File: src/rtl/config_pkg.sv
// config_pkg -- shared config-bus constants, address field slices and loader states. Rev 1.0
`default_nettype none

package config_pkg;

    localparam logic [31:0] IDLE_ADDR = 32'hFFFF_FFFF;
    localparam logic [31:0] END_ADDR  = 32'hFFFF_FFFE;

    localparam int TILE_ID_MSB   = 31;
    localparam int TILE_ID_LSB   = 16;
    localparam int CONFIG_ID_MSB = 15;
    localparam int CONFIG_ID_LSB = 0;

    typedef enum logic [2:0] {
        S_ADDR = 3'd0,
        S_DATA = 3'd1,
        S_HOLD = 3'd2,
        S_GAP  = 3'd3,
        S_DONE = 3'd4
    } loader_state_t;

endpackage

`default_nettype wire

File: src/rtl/config_loader.sv
// config_loader -- turns an (address, data) word stream into held writes on the tile config bus. Rev 1.0
`default_nettype none

module config_loader
    import config_pkg::*;
#(
    parameter int          HOLD_CYCLES = 2,
    parameter int          COUNT_W     = 16,
    parameter logic [31:0] IDLE_ADDR   = config_pkg::IDLE_ADDR,
    parameter logic [31:0] END_ADDR    = config_pkg::END_ADDR
) (
    input  logic               clk,
    input  logic               reset,
    input  logic [31:0]        in_data,
    input  logic               in_valid,
    output logic               in_ready,
    output logic [31:0]        config_addr,
    output logic [31:0]        config_data,
    output logic               busy,
    output logic               done,
    output logic [COUNT_W-1:0] write_count
);

    localparam int HC_W = $clog2(HOLD_CYCLES) + 1;

    generate
        if (HOLD_CYCLES < 1) begin : g_bad_hold
            $error("config_loader: HOLD_CYCLES must be >= 1");
        end
    endgenerate

    loader_state_t    state;
    loader_state_t    state_next;
    logic [31:0]      addr_latch;
    logic [HC_W-1:0]  hold_cnt;
    logic             transfer;
    logic             hold_last;

    assign transfer  = in_valid && in_ready;
    assign hold_last = (hold_cnt == HC_W'(HOLD_CYCLES - 1));

    always_comb begin
        state_next = state;
        in_ready   = 1'b0;
        busy       = 1'b0;
        case (state)
            S_ADDR: begin
                in_ready = 1'b1;
                if (in_valid) begin
                    if (in_data == END_ADDR) begin
                        state_next = S_DONE;
                    end else if (in_data != IDLE_ADDR) begin
                        state_next = S_DATA;
                    end
                end
            end
            S_DATA: begin
                in_ready = 1'b1;
                busy     = 1'b1;
                if (in_valid) begin
                    state_next = S_HOLD;
                end
            end
            S_HOLD: begin
                busy = 1'b1;
                if (hold_last) begin
                    state_next = S_GAP;
                end
            end
            S_GAP: begin
                busy       = 1'b1;
                state_next = S_ADDR;
            end
            S_DONE: begin
                state_next = S_DONE;
            end
            default: begin
                state_next = S_ADDR;
            end
        endcase
        // Nothing is accepted while the loader is being reset.
        if (!reset) begin
            in_ready = 1'b0;
        end
    end

    always_ff @(posedge clk) begin
        if (!reset) begin
            state       <= S_ADDR;
            addr_latch  <= '0;
            hold_cnt    <= '0;
            config_addr <= IDLE_ADDR;
            config_data <= '0;
            write_count <= '0;
            done        <= 1'b0;
        end else begin
            state <= state_next;
            case (state)
                S_ADDR: begin
                    if (transfer) begin
                        if (in_data == END_ADDR) begin
                            done <= 1'b1;
                        end else if (in_data != IDLE_ADDR) begin
                            addr_latch <= in_data;
                        end
                    end
                end
                S_DATA: begin
                    if (transfer) begin
                        config_addr <= addr_latch;
                        config_data <= in_data;
                        hold_cnt    <= '0;
                    end
                end
                S_HOLD: begin
                    if (hold_last) begin
                        config_addr <= IDLE_ADDR;
                        if (write_count != {COUNT_W{1'b1}}) begin
                            write_count <= write_count + 1'b1;
                        end
                    end else begin
                        hold_cnt <= hold_cnt + 1'b1;
                    end
                end
                default: begin
                end
            endcase
        end
    end

endmodule

`default_nettype wire
File: config.mk
export PLATFORM = sky130hd
export DESIGN_NAME = config_loader
export DESIGN_NICKNAME = d
export VERILOG_FILES = /design/src/rtl/config_pkg.sv /design/src/rtl/config_loader.sv
export SDC_FILE = /design/constraint.sdc
export NUM_CORES = 1
export LEC_CHECK = 0
export CAP_MARGIN = 20
export CORE_AREA = 10 10 121 123
export CTS_BUF_LIST = sky130_fd_sc_hd__clkbuf_16
export DETAILED_ROUTE_END_ITERATION = 7
export DIE_AREA = 0 0 131 133
export HOLD_SLACK_MARGIN = 0.15
export PLACE_DENSITY_LB_ADDON = 0.2
export SLEW_MARGIN = 20
export SYNTH_ARGS = -nofsm -noshare
export SYNTH_HDL_FRONTEND = slang
export SYNTH_SLANG_ARGS = --single-unit
File: constraint.sdc
create_clock -name clk -period 1.8 [get_ports clk]
set_input_delay 0.27 -clock clk [delete_from_list [all_inputs] [get_ports clk]]
set_output_delay 0.27 -clock clk [all_outputs]
set_load 0.01 [all_outputs]
==> results.md <==
- Height of the chip: 133 um
- Most common cell in the netlist: dfxtp_1
- Gp weighted congestion: around 0.8
- Register area share after synthesis: 0.490
- Overall power: 6.66 mW
- Drt first pass iters: 5
- Highest clock rate: between 0.5 and 0.6 GHz
- Starting density of the core: 0.390
- Area leader, netlist: dfxtp_1
- Leakage: between 2 and 3 nW
- Vias per cell: just over 5
- Post-route DRC: 0
- Wire length on met3: roughly 1.2 mm
- Overall routing resource usage: 0.168
- # fillers: 1092
- Number of global-route vias before repair: around 4800
- Number of port buffers: 117
- TritonCTS sink count: 118
- CTS tree: yes
- Post-DRT Antenna Nets: 0
- Clock Path Buffers: 2
- RSZ-0062 raised after global routing: yes
- Setup violators final: 0
- Final-stage net count: 783
- Seq. cell area: 2380 sq um
- CP Launch Type: flop
- Avg WL per Cell: about 16 um
- Max-slew violation count: 0
- Crit path time final: about 1.8 ns
- Worst vdd rail ir drop: slightly above 0.6 mV
- Post-Syn Nets: ~620
- Largest net degree at the start of global routing: 49
- DR top layer: met4
- Slew margin rel.: 0.691
- Period utilisation layout: 0.990
- Flop-to-flop setup slack: 0.02 ns
- Synth Register Bits: 118
- Yosys Warn Count: 0
- Clock Latency Late Sink: around 0.41 ns
- H-tree levels: 4
- Crit. End Element: flop
- Met1 Wirelength: 6.50 mm
- CTS Buf Count: 17
- Core area: around 12000 sq um
- Synth async-reset ratio: 0
- Top cells by count, synth: 118 x dfxtp_1, 107 x nand2_1, 81 x a21oi_1
- Final Hold Viols: 0
- Routed wire length: 14.7 mm
- Maxcap violations: 0
- Antenna diode count: 0
- Slew @ Worst Pin: 0.464 ns
- Main area contributors after synthesis: dfxtp_1 49%, a21oi_1 8.4%, nand2_1 8.3%, mux2i_1 7.3%, nor4_1 4.9%
- CP required: 2.14 ns
- Clk root buf: clkbuf_16
- Hold WS: 0.334 ns
- Setup_tns: 0 ns
- Number of synthesized flops with an enable pin: 0
- Crit Path Category: flop to flop
- Placed wire-length estimate: slightly above 10 mm
- WL met2: 6.89 mm
- Most used DFF post-synth: dfxtp_1
- DR iter-0 viols: roughly 280
- Gate Count Post-Synth: 578
- Multi-input logic area: ~2200 sq um
- Worst-path clk slew: around 0.050 ns
- First-pass GRT wire length: 23.6 mm
- FP Rows: 41
- Ports: 118
- Overall die area: 17400 sq um
- Outcome: completed
- Arr. time, crit path: 2.12 ns
- Fraction of layout cells with a size suffix above 1: 0.169
- Die W: 131 um
- Initial antenna violation count: 0
- Post-synth cell types: 39
- Cell area after synthesis: 4820 sq um
- Clock skew: 0.00789 ns
- Pwr/cell area: 913 nW/um^2
- Gr ovfl total: 0
- Worst hold path class: input port to flop
- Worst Path Max Fanout: 7
- Area Growth Syn to Fin: 51.4%
- Via count: 4701
- Top-area cell type share of the netlist area: 0.490
- Mean Syn Cell Area: 8.33 sq um
## layout by cell type (no fill, tap or decap), drive strengths merged
| cell | synthesis | routed |
|---|---|---|
| o21ai | 40 | 40 |
| a31oi | 1 | 1 |
| bufinv | 0 | 2 |
| nor2 | 9 | 9 |
| and4 | 2 | 2 |
| clkinv | 1 | 10 |
| o21a | 1 | 1 |
| clkbuf | 35 | 18 |
| dfxtp | 118 | 118 |
| nand3b | 1 | 1 |
| or4 | 8 | 8 |
| buf | 7 | 75 |
| a211o | 1 | 1 |
| o31ai | 6 | 6 |
| nor4b | 1 | 1 |
| o211ai | 1 | 1 |
| mux2i | 35 | 35 |
| nand2 | 107 | 107 |
| o311ai | 2 | 2 |
| or3 | 4 | 4 |
| a2bb2oi | 1 | 1 |
| nor4 | 38 | 38 |
| nor2b | 3 | 3 |
| nand4 | 13 | 13 |
| nor3 | 1 | 1 |
| nand3 | 9 | 9 |
| dlygate4sd2 | 0 | 2 |
| nand2b | 5 | 5 |
| nand4bb | 1 | 1 |
| ha | 2 | 2 |
| a21oi | 81 | 81 |
| or2 | 1 | 1 |
| inv | 38 | 40 |
| o41ai | 2 | 2 |
| clkdlybuf4s50 | 0 | 114 |
| o2bb2ai | 1 | 1 |
| o31a | 1 | 1 |
| and2 | 1 | 1 |
## logic make-up after synthesis
| logic type | after synthesis | synth area share |
|---|---|---|
| compound gates | 138 | 0.154 |
| fa+ha+maj | 2 | 0.00519 |
| buf+inv | 81 | 0.0660 |
| flops | 118 | 0.490 |
| mux | 35 | 0.0727 |
| simple gates | 204 | 0.212 |
## cell type report
type,count,area share
clock buffer,18,0.0618
clock inverter,13,0.0153
multi-input combinational,379,0.305
timing repair buffer,191,0.241
sequential,118,0.326
inverter,39,0.0201
tap,172,0.0295
## worst max-delay path, cell delays in order, from the launching register on
cell and delay, ns:
dfxtp_2 0.32, inv_2 0.06, ha_4 0.15, nand4bb_4 0.13, or4_4 0.49, or4_4 0.45, a21oi_2 0.13
## layer usage
metal  global-route usage  vias up
met1                0.199     2195
met2                0.269      138
li1                     -     2361
met4               0.0470        0
met5                    0        -
met3               0.0751        7
## worst paths after layout
check / start / endpoint / cells past startpoint
setup reg to reg: hold_cnt[1] / write_count[15] / 6
setup / recovery: hold_cnt[1] / write_count[15] / 6
hold reg to reg: config_data[23] / config_data[23] / 2
hold / removal: reset / state[0] / 4
## timing repair
| action | 4_1_cts | 5_1_grt |
|---|---|---|
| pin swaps | 0 | 4 |
| setup endpoints to repair | 9 | 43 |
| gates resized for setup | 5 | 11 |
| hold buffers | 0 | 0 |
| setup buffers | 0 | 0 |
## report_power, final
group | internal, mW | switching (mW) | total, mW
logic | 0.347 | 0.330 | 0.677
clock network | 2.07 | 1.12 | 3.19
registers | 2.73 | 0.0644 | 2.80
total | 5.15 | 1.51 | 6.66
## metrics by stage
stage	cell area (sq um)	util	setup slack [ns]	cells
floorplan	4860	-	0.0242	578
global placement	6690	0.541	-0.231	899
detailed placement	6690	0.541	-0.233	899
CTS	7260	0.587	0.00118	930
global route	7290	0.590	-0.0244	930
finish	7290	0.590	0.0185	930
## flip-flops by register name (all words and copies together) (netlist names)
register,count
addr_latch,32
config_addr,32
hold_cnt,2
config_data,32
state,3
done,1
write_count,16
Note: power is estimated with default switching activity, not from simulation.
